`src/rtl/fifo_pkg.sv`:
```
// Shared definitions for the flexible FIFO: read-mode encodings and a sizing helper.
package fifo_pkg;

  localparam int FIFO_MODE_REG  = 0;
  localparam int FIFO_MODE_FWFT = 1;

  // Bits needed to index n items; never less than 1 so a single-entry store still has a field.
  function automatic int clog2_depth(input int n);
    int r;
    r = 0;
    while ((1 << r) < n) r++;
    return (r == 0) ? 1 : r;
  endfunction

endpackage

```
`src/rtl/fifo_ram.sv`:
```
// Storage for fifo_flex: one synchronous write port, one asynchronous read port, no reset.
module fifo_ram
  import fifo_pkg::*;
#(
  parameter int WIDTH_P = 8,
  parameter int DEPTH_P = 16,
  localparam int ADDR_W = clog2_depth(DEPTH_P)
) (
  input  logic               clk_i,
  input  logic               we_i,
  input  logic [ADDR_W-1:0]  waddr_i,
  input  logic [WIDTH_P-1:0] wdata_i,
  input  logic [ADDR_W-1:0]  raddr_i,
  output logic [WIDTH_P-1:0] rdata_o
);

  logic [WIDTH_P-1:0] mem [DEPTH_P];

  always_ff @(posedge clk_i) begin
    if (we_i) mem[waddr_i] <= wdata_i;
  end

  assign rdata_o = mem[raddr_i];

endmodule

```
`src/rtl/fifo_flex.sv`:
```
// Synchronous FIFO of any depth >= 2 with valid/ready on both sides, selectable
// first-word-fall-through or registered output, occupancy count, flags and flush.
module fifo_flex
  import fifo_pkg::*;
#(
  parameter int DEPTH_P        = 16,
  parameter int WIDTH_P        = 8,
  parameter int FWFT_P         = 1,
  parameter int ALMOST_FULL_P  = DEPTH_P - 2,
  parameter int ALMOST_EMPTY_P = 2
) (
  input  logic                              clk_i,
  input  logic                              rst_i,
  input  logic                              flush_i,
  input  logic [WIDTH_P-1:0]                data_i,
  input  logic                              valid_i,
  output logic                              ready_o,
  output logic [WIDTH_P-1:0]                data_o,
  output logic                              valid_o,
  input  logic                              ready_i,
  output logic [clog2_depth(DEPTH_P+1)-1:0] count_o,
  output logic                              almost_full_o,
  output logic                              almost_empty_o
);

  // In registered mode one entry lives in the output register, so storage is one smaller.
  localparam int STOR_DEPTH = (FWFT_P == FIFO_MODE_FWFT) ? DEPTH_P : DEPTH_P - 1;
  localparam int PTR_W      = clog2_depth(STOR_DEPTH);
  localparam int CNT_W      = clog2_depth(DEPTH_P + 1);

  if (DEPTH_P < 2 || ALMOST_FULL_P > DEPTH_P || ALMOST_EMPTY_P >= DEPTH_P) begin : g_bad_params
    $error("fifo_flex: illegal DEPTH_P/ALMOST_FULL_P/ALMOST_EMPTY_P combination");
  end

  logic [PTR_W-1:0]   wr_ptr_q;
  logic [PTR_W-1:0]   rd_ptr_q;
  logic [CNT_W-1:0]   count_q;
  logic [WIDTH_P-1:0] ram_rdata;
  logic               wr_en;
  logic               rd_en;
  logic               rd_adv;

  function automatic logic [PTR_W-1:0] ptr_inc(input logic [PTR_W-1:0] p);
    return (p == PTR_W'(STOR_DEPTH - 1)) ? '0 : p + PTR_W'(1);
  endfunction

  assign ready_o        = (count_q < CNT_W'(DEPTH_P));
  assign wr_en          = valid_i && ready_o;
  assign rd_en          = valid_o && ready_i;
  assign count_o        = count_q;
  assign almost_full_o  = (count_q >= CNT_W'(ALMOST_FULL_P));
  assign almost_empty_o = (count_q <= CNT_W'(ALMOST_EMPTY_P));

  always_ff @(posedge clk_i or posedge rst_i) begin
    if (rst_i) begin
      wr_ptr_q <= '0;
      rd_ptr_q <= '0;
      count_q  <= '0;
    end else if (flush_i) begin
      wr_ptr_q <= '0;
      rd_ptr_q <= '0;
      count_q  <= '0;
    end else begin
      if (wr_en)  wr_ptr_q <= ptr_inc(wr_ptr_q);
      if (rd_adv) rd_ptr_q <= ptr_inc(rd_ptr_q);
      case ({wr_en, rd_en})
        2'b10:   count_q <= count_q + CNT_W'(1);
        2'b01:   count_q <= count_q - CNT_W'(1);
        default: count_q <= count_q;
      endcase
    end
  end

  fifo_ram #(
    .WIDTH_P (WIDTH_P),
    .DEPTH_P (STOR_DEPTH)
  ) u_ram (
    .clk_i   (clk_i),
    .we_i    (wr_en && !flush_i),
    .waddr_i (wr_ptr_q),
    .wdata_i (data_i),
    .raddr_i (rd_ptr_q),
    .rdata_o (ram_rdata)
  );

  if (FWFT_P == FIFO_MODE_FWFT) begin : g_fwft
    assign rd_adv  = rd_en;
    assign valid_o = (count_q != '0);
    // Storage is never reset; mask it so data_o stays defined while empty.
    assign data_o  = valid_o ? ram_rdata : '0;
  end else begin : g_reg
    logic               out_valid_q;
    logic [WIDTH_P-1:0] out_data_q;
    logic               stor_nonempty;
    logic               load;

    // count includes the output register, so storage holds count - out_valid entries.
    assign stor_nonempty = (count_q != CNT_W'(out_valid_q));
    assign load          = stor_nonempty && (!out_valid_q || rd_en);
    assign rd_adv        = load;

    always_ff @(posedge clk_i or posedge rst_i) begin
      if (rst_i) begin
        out_valid_q <= 1'b0;
        out_data_q  <= '0;
      end else if (flush_i) begin
        out_valid_q <= 1'b0;
      end else if (load) begin
        out_valid_q <= 1'b1;
        out_data_q  <= ram_rdata;
      end else if (rd_en) begin
        out_valid_q <= 1'b0;
      end
    end

    assign valid_o = out_valid_q;
    assign data_o  = out_data_q;
  end

endmodule
```
`config.mk`:
```
export PLATFORM = sky130hd
export DESIGN_NAME = fifo_flex
export DESIGN_NICKNAME = d
export VERILOG_FILES = /design/src/rtl/fifo_pkg.sv /design/src/rtl/fifo_ram.sv /design/src/rtl/fifo_flex.sv
export SDC_FILE = /design/constraint.sdc
export NUM_CORES = 1
export LEC_CHECK = 0
export CAP_MARGIN = 15
export CORE_AREA = 2 2 125 127
export CTS_CLUSTER_DIAMETER = 60
export CTS_CLUSTER_SIZE = 10
export DETAILED_ROUTE_END_ITERATION = 10
export DIE_AREA = 0 0 127 129
export GPL_TIMING_DRIVEN = 0
export RECOVER_POWER = 50
export REMOVE_ABC_BUFFERS = 1
export SYNTH_ARGS = -nofsm -noshare
export SYNTH_HDL_FRONTEND = slang
export SYNTH_HIERARCHICAL = 1
export SYNTH_SLANG_ARGS = --single-unit
```
`constraint.sdc`:
```
create_clock -name clk_i -period 4.2 [get_ports clk_i]
set_clock_uncertainty 0.2 [all_clocks]
set_input_delay 0.84 -clock clk_i [delete_from_list [all_inputs] [get_ports clk_i]]
set_output_delay 0.84 -clock clk_i [all_outputs]
set_load 0.05 [all_outputs]
```
Word level (Yosys, flattened, before mapping)
Memories as Yosys holds them, arrays and structs flattened.
Cells that the tools add are included.
Storage, ports and cells
  bits in registers: 13
  bits in writable memories: 128
  input port bits: 13
  logic and storage cells: 34
  memories kept: 1
Cells by class
  $add $sub $neg: 4
  $lt $le $gt $ge: 3
  eq/ne operators: 4
  multiplexer cells: 11
  reductions and logical operators: 8
Memories
  u_ram.mem: words 16, bits a word 8, rd ports 1, clocked after memory_dff 0, write ports 1, line fifo_ram.sv:17  | logic [WIDTH_P-1:0] mem [DEPTH_P];
Operators with widths (count)
  2-to-1 mux 4 bit: 6
  one-hot mux 5 bit (2 select lines): 1
  adder 4 x 1 -> 4 bit, second input constant: 2
  == test 4 bit, second input constant: 2
  2-to-1 mux 8 bit: 1
  adder 5 x 1 -> 5 bit, second input constant: 1
  greater-or-equal comparator 5 x 4 -> 1 bit, second input constant: 1
  less-or-equal comparator 5 x 2 -> 1 bit, second input constant: 1
  < comparator 5 bit, second input constant: 1
  2-to-1 mux 5 bit: 1
  nonzero test 5 bit: 1
  subtractor 5 x 1 -> 5 bit, second input constant: 1
  nonzero test 2 bit: 2
  logical AND 1 bit: 3
  nonzero test 3 bit: 1
  == test 2 x 1 -> 1 bit, second input constant: 1
  == test 2 bit, second input constant: 1
  2-to-1 mux 1 bit: 2
  zero test 1 bit: 1

Depth between registers and ports, before layout
Gate-level depths: netlist of run 1.
  depth in word-level cells: 5
  gate-level depth with buffers: 10
  gate-level depth less buffers: 9

Cells and area by module
Netlist of run 1, hierarchy kept.
Modules (own cells, without submodules)
  fifo_ram: times used 1, cells each 221, area an instance 4987.3 um2, sequential area each 3843.7 um2
  fifo_flex: times used 1, cells each 110, area an instance 964.7 um2, sequential area each 325.3 um2

Worst setup path after synthesis of run 1
Ideal clock, no wire load.
  kind: reg-to-output
  start: register count_q[1] (netlist: count_o[1])
  end: output port data_o[0]
  data arrival time: 2.255 ns
  required time: 3.160 ns
  slack: 0.905 ns
  stages on the path, launching flop included: 6
  buffers on the path: 2
  cell sequence: dfrtp_1 -> buf_2 -> nor2_1 -> nand2_1 -> clkbuf_1 -> and2_1
Between the ends
  word-level cells in the longest chain between the ends: 2
RTL lines
  start: declaration: line fifo_flex.sv:37  | logic [CNT_W-1:0] count_q;
  start signal: assignment: line fifo_flex.sv:67  | 2'b10: count_q <= count_q + CNT_W'(1);
  start signal: assignment: line fifo_flex.sv:68  | 2'b01: count_q <= count_q - CNT_W'(1);
  start signal: assignment: line fifo_flex.sv:69  | default: count_q <= count_q;
  nonzero test 5 bit: line fifo_flex.sv:88  | assign valid_o = (count_q != '0);
  net valid_o: line fifo_flex.sv:19  | output logic valid_o,
  2-to-1 mux 8 bit: line fifo_flex.sv:90  | assign data_o = valid_o ? ram_rdata : '0;
  end: declaration: line fifo_flex.sv:18  | output logic [WIDTH_P-1:0] data_o,
The timed path passes the listed nets, and every way through them passes these cells.

Worst setup path in the final report of run 1
  start: register rd_ptr_q[0]
  end: output port data_o[3]
Between the ends
  word-level cells in the longest chain between the ends: 2
RTL lines
  start: declaration: line fifo_flex.sv:36  | logic [PTR_W-1:0] rd_ptr_q;
  start signal: assignment: line fifo_flex.sv:65  | if (rd_adv) rd_ptr_q <= ptr_inc(rd_ptr_q);
  memory (16 x 8 bit)
  net ram_rdata[3]: line fifo_flex.sv:38  | logic [WIDTH_P-1:0] ram_rdata;
  2-to-1 mux 8 bit: line fifo_flex.sv:90
The timed path passes the listed nets, and every way through them passes these cells.

==> results of run 1 <==
[state kept, by name (all words and copies together), names as in the netlist]
signal,flops
u_ram/mem,128
count_o,5
rd_ptr_q,4
wr_ptr_q,4
[cell families (layout without fill, tap and decap cells)]
logic type	Yosys count	count (layout)	synth area share (%)
flip-flops	141	141	70.04
buffers and inverters	20	69	2.249
adder cells (fa/ha/maj)	4	4	0.8409
XOR/XNOR	7	7	1.346
AO/OA/AOI/OAI	43	43	5.382
AND/OR/NAND/NOR	84	84	7.147
multiplexers	32	32	12.99
[cell type report]
type / count / share of cell area, %
well taps: 188 / 3.373
flip-flops and latches: 141 / 59.86
clock buffers: 18 / 6.155
multi-input cells: 170 / 23.45
clock inverters: 13 / 2.135
repair buffers: 34 / 4.809
inverters: 4 / 0.2153
[metal layers]
| layer | up-vias | share of wire (%) | global-route usage, % |
|---|---|---|---|
| met5 | - | 0 | 0 |
| met4 | 0 | 0.70 | 4.654 |
| met3 | 8 | 5.8 | 4.283 |
| met2 | 97 | 46 | 23.18 |
| met1 | 1605 | 47 | 22.67 |
| li1 | 1412 | - | - |
[what timing repair did]
item	in CTS	in global routing
resized for setup	7	2
hold endpoints to repair	0	0
endpoints found under the setup margin	8	2
[synthesized netlist by cell type, drive strengths merged (3+ instances only)]
library cell     n  area, um^2
nand2           21       78.83
ha               4       50.05
clkdlybuf4s25    3       30.03
o21ai            3       15.01
and2            10       63.81
a211oi           3       40.04
inv              4       15.01
edfxtp         128        3844
a21oi           11       55.05
dfrtp           13       325.3
mux4            32       773.2
nor3             7       46.30
xnor2            4       53.81
buf             11       81.32
a22oi           17       127.6
nor2            26       97.59
nand3            6       30.03
xor2             3       26.28
[worst max path at each step]
stage	from	end	slack [ns]
2_1_floorplan	rd_ptr_q[0]	data_o[0]	0.63
3_3_place_gp	rd_ptr_q[0]	data_o[4]	-0.80
3_5_place_dp	flush_i	u_ram/mem[0][6]	0.12
4_1_cts	rd_ptr_q[0]	data_o[7]	0.03
5_1_grt	rd_ptr_q[0]	data_o[3]	0.07
6_report	rd_ptr_q[0]	data_o[3]	0.21
[worst reg2reg max path, delay by kind of cell (launching register included)]
kind / cells / cell delay, ns
flip-flops: 1 / 0.48
AND/OR/NAND/NOR: 4 / 1.86
buffers and inverters: 1 / 0.29
[metrics by stage]
step / total power (W) / cell area [um^2] / setup TNS [ns]
2_1_floorplan: 0.002565 / 5833 / 0
3_3_place_gp: 0.002948 / 6359 / -5.688
3_5_place_dp: 0.002975 / 6409 / 0
4_1_cts: 0.004410 / 6982 / 0
5_1_grt: 0.004528 / 6973 / 0
6_report: 0.004351 / 6973 / 0
[where the power goes]
group | internal (W) | switching [W]
Sequential | 0.00158 | 0.000128
Combinational | 0.000479 | 0.000715
Clock | 0.000922 | 0.000529
==> impl_results.md, run 1 <==
- Status: finished, final reports clean
- FF-to-FF setup slack: ~1.1 ns
- Setup-violating endpoint count in the final report: 0
- Max Cap Viol: 0
- Diodes inserted: 0
- Clock sink count: 141
- Critical Path Start Type: flip-flop
- Core area: 0.01498 mm^2
- Hold_sp: rd_ptr_q[3]
- Worst Path Arrival: 2.95 ns
- Final Routed Wirelength: 12.07 mm
- Commonest non-fill, non-tap cell in the layout: edfxtp_1
- Rows: between 40 and 50
- CP Buf/Inv Count: 2
- DRT antenna net count: 0
- Critical-path top delay cell: dfrtp_4
- Worst Hold Class: reg -> reg
- Fill cells: approximately 1,300
- Worst R2R End: u_ram/mem[0][0]
- Worst path max stage delay: ~0.64 ns
- Crit-path cells: buf_12 > mux4_1 > a22oi_1 > nand2_1 > and2_1 > dlygate4sd2_1
- CTS Buf Count: 17
- # IOs: 30
- DIE HEIGHT: 129 um
- Post-CTS Setup Bufs: 0
- Final Slew Violations: 0
- Storage cell area: roughly 0.0042 mm^2
- Vias: 3,122
- Initial Util: between 30% and 40%
- Gr usage total: roughly 16%
- H-tree depth: 4
- Pleak: between 2 and 2.5 nW
- CP Class: reg -> out
- Worst R2R Start: count_o[4]
- Syn-to-layout area delta: 17.15%
- WHS: around 0.46 ns
- Worst Path Max Fanout: 19
- Mapped Area: between 0.005 and 0.006 mm^2
- Synth Register Bits: about 140
- CTS tree: built
- First-pass DRT Iterations: 4
- Synth Flop Type: edfxtp_1
- Leading cell types in the layout, fill and taps excluded: 128 x edfxtp_1, 26 x nor2_1, 21 x nand2_1
- Clk slew on worst S/H paths: ~0.050 ns
- Non-Filler Instances: about 570
- Gr ovfl total: 0
- Power per Cell Area: between 600 and 700 mW/mm^2
- Setup crit end kind: output pin
- Warnings from Yosys: 6
- Root Driver: clkbuf_16
- Cells after Synth: 331
- Synth cell types: 47
- Final Worst Setup Slack: approximately 0.21 ns
- Port Buffer Count: 29
- CP Depth: 6
- Relative slew slack: between 30% and 40%
- Utilization after layout: a little under half
- Post-synth ARST share: 9.220%
- Share of the clock period used by the worst path: 95.07%
- Clk Latency, worst-skew pair: 0.40 ns
- RSZ-0062 raised after global routing: no
- Die Width: roughly 130 um
- Layout cells sized above 1: about 15%
- GP Congestion: 0.7854
- Slew @ Worst Pin: approximately 0.97 ns
- Area of the multi-input gates: approximately 0.0016 mm^2
- Largest net degree at the start of global routing: 37
- Hold Path Sink: rd_ptr_q[3]
- CTS max path bufs: 2
- Mean Syn Cell Area: 17.98 um^2
- Post-synth EDFFs: 128
- Post-synthesis sequential area ratio: a little over two thirds
- Fmax: roughly 250 MHz
- Hold Crit Depth: 2
- Placed insts: around 540
- First-pass GRT wire length: between 15 and 20 mm
- Nets: between 300 and 400
- Vias/cell: ~5.5
- Peak VDD IR: roughly 0.00036 V
- Detail Placement HPWL: ~7.7 mm
- CP delay by family, top: buffers and inverters
- R2R depth: 5
- Pre-CTS WS: between 0.1 and 0.15 ns
- Vias in the first global route: about 3,000
- Full die area: around 0.016 mm^2
- Critical Path RT: 3.16 ns
- Hold buffer count at CTS: 0
- Min cycle time layout: 3.993 ns
- Detailed router's first-iteration violation count: 182
- Initial antenna violation count: 0
- Final hold violations: 0
- Avg WL per Cell: about 21 um
- DRC viols: 0
Power figures use the tool's default switching activity.
==> run 2: changes to the inputs <==
CTS_BUF_LIST = sky130_fd_sc_hd__clkbuf_8   (was not set)
SKIP_LAST_GASP = 1   (was not set)
SLEW_MARGIN = 20   (was not set)
==> run 2 against run 1 <==
Routed wire length increased by 1.8%. Combinational power up 8%. Clock-buffer cell count shrank 1. Largest power group unchanged. Via count is 0.54% higher. Flip-flop and latch count unchanged. Die area unchanged. Sequential share of layout area rose by 0.96 points. Highest routed layer unchanged. Register-to-register slack better by 0.20 ns. Clock power fell by 21%. Utilization down 0.74 points. Non-clock buffer count fell by 2.
==> impl_results.md, run 2 (same netlist as run 1, synthesis figures left out) <==
- Status: finished, final reports clean
- Clk slew on worst S/H paths: roughly 0.070 ns
- Avg WL per Cell: about 22 um
- Largest net degree at the start of global routing: 30
- # IOs: 30
- Final Routed Wirelength: approximately 12 mm
- Diodes inserted: 0
- CP delay by family, top: buffers and inverters
- Slew @ Worst Pin: about 0.9 ns
- CTS max path bufs: 2
- Hold buffer count at CTS: 0
- FF-to-FF setup slack: about 1.3 ns
- DRC viols: 0
- Worst R2R End: u_ram/mem[2][5]
- Setup TNS: 0 ns
- First-pass GRT wire length: about 19 mm
- Min cycle time layout: 4.063 ns
- Hold Path Sink: rd_ptr_q[3]
- Clk Latency, worst-skew pair: 0.42 ns
- Detailed router's first-iteration violation count: 261
- Utilization after layout: 45.82%
- CP Class: reg -> out
- GP Congestion: slightly below 0.8
- Vias/cell: around 5.5
- Worst Path Arrival: slightly above 3 ns
- CTS Buf Count: 17
- Worst path max stage delay: a little under 0.7 ns
- Peak VDD IR: 0.0003860 V
- Final Slew Violations: 0
- Max Cap Viol: 0
- CTS tree: built
- Pwr Total: 0.004110 W
- Net load switching power: 0.001365 W
- Die Width: 127 um
- H-tree depth: 4
- Final hold violations: 0
- Crit-path cells: buf_8 > mux4_1 > a22oi_1 > nand2_1 > and2_1 > clkdlybuf4s50_1
- Full die area: between 0.015 and 0.02 mm^2
- Hold Crit Depth: 2
- Hold_sp: rd_ptr_q[3]
- Fmax: approximately 250 MHz
- Root Driver: clkbuf_8
- Clock sink count: about 140
- Int Power: between 0.002 and 0.003 W
- Power per Cell Area: approximately 600 mW/mm^2
- Number of flip-flops under the largest register name: roughly 130
- DRT antenna net count: 0
- Layout cells sized above 1: ~17%
- Critical-path top delay cell: clkdlybuf4s50_1
- Power share of the clock group: between 20% and 30%
- Commonest non-fill, non-tap cell in the layout: edfxtp_1
- Gr ovfl total: 0
- Core area: 0.01498 mm^2
- Biggest register: u_ram/mem
- Initial antenna violation count: 0
- Sw Ratio: around a third
- Setup crit end kind: output pin
- CP Depth: 6
- WHS: ~0.48 ns
- Critical Path RT: 3.16 ns
- Leading cell types in the layout, fill and taps excluded: 128 x edfxtp_1, 26 x nor2_1, 21 x nand2_1
- Nets: 383
- Seq pwr share: about two fifths
- Worst R2R Start: count_o[4]
- DIE HEIGHT: 129 um
- Port Buffer Count: 29
- Pleak: about 2.3 nW
- Gr usage total: 15.84%
- RSZ-0062 raised after global routing: no
- Final Worst Setup Slack: around 0.14 ns
- Vias in the first global route: 3,004
- Combinational share of power: between 30% and 40%
- First-pass DRT Iterations: 4
- Share of the clock period used by the worst path: 96.73%
- R2R depth: 4
- Rows: 45
- Initial Util: approximately two fifths
- Worst Path Max Fanout: 11
- Detail Placement HPWL: 7.536 mm
- Setup-violating endpoint count in the final report: 0
- Worst Hold Class: reg -> reg
- Relative slew slack: 38.96%
- Critical Path Start Type: flip-flop
- Syn-to-layout area delta: 15.30%
- Pre-CTS WS: approximately 0.27 ns
- Vias: 3,139
- CP Buf/Inv Count: 2
-- run 2: stage by stage --
stage,instance area (um^2),instances
CTS,6869,567
detailed placement,6404,533
global placement,6359,532
global route,6863,567
floorplan,5833,315
finish,6863,567
-- run 2: tightest hold or removal path, cell delays in order, from the launching register on --
cell and delay [ns]:
dfrtp_1 0.45, o21ai_0 0.11, a21oi_1 0.07
-- run 2: how the worst max path moves through the flow --
stage / from / end / slack, ns
final: rd_ptr_q[0] / data_o[0] / 0.14
after global routing: rd_ptr_q[0] / data_o[7] / 0.002
after CTS: rd_ptr_q[0] / data_o[1] / 0.09
after detailed placement: rd_ptr_q[0] / data_o[4] / 0.27
after global placement: rd_ptr_q[0] / data_o[4] / -0.80
after floorplan: rd_ptr_q[0] / data_o[0] / 0.63
-- run 2: timing repair --
item	4_1_cts	5_1_grt
gates resized for setup	0	3
gates cloned	0	0
setup endpoints to repair	8	3
buffers inserted	2	0
-- run 2: per-layer routing --
metal	global-route usage [%]	share of wire, %
met1	24.31	49
met2	23.09	45
met3	4.158	5.7
met4	3.103	0.12
met5	0	0
-- run 2: area by class of cell --
cell class	count	area, um^2
tap	188	235.2
clock buffer	17	234.0
multi-input combinational	170	1655
sequential	141	4174
clock inverter	15	196.4
fill	1299	8114
inverter	4	15.01
timing repair buffer	32	352.8
-- run 2: power groups by stage --
stage / Clock (W) / Sequential [W] / Combinational (W)
floorplan: 0 / 0.00177 / 0.000791
CTS: 0.00118 / 0.00167 / 0.00131
global route: 0.00124 / 0.00168 / 0.00137
global placement: 0 / 0.00177 / 0.00118
detailed placement: 0 / 0.00175 / 0.00121
finish: 0.00115 / 0.00167 / 0.00128
==> run 3: changes to the inputs <==
CAP_MARGIN = not set   (was 15)
==> results of run 3 <==
The final DEF is identical to that of run 2; final timing and power are the same.
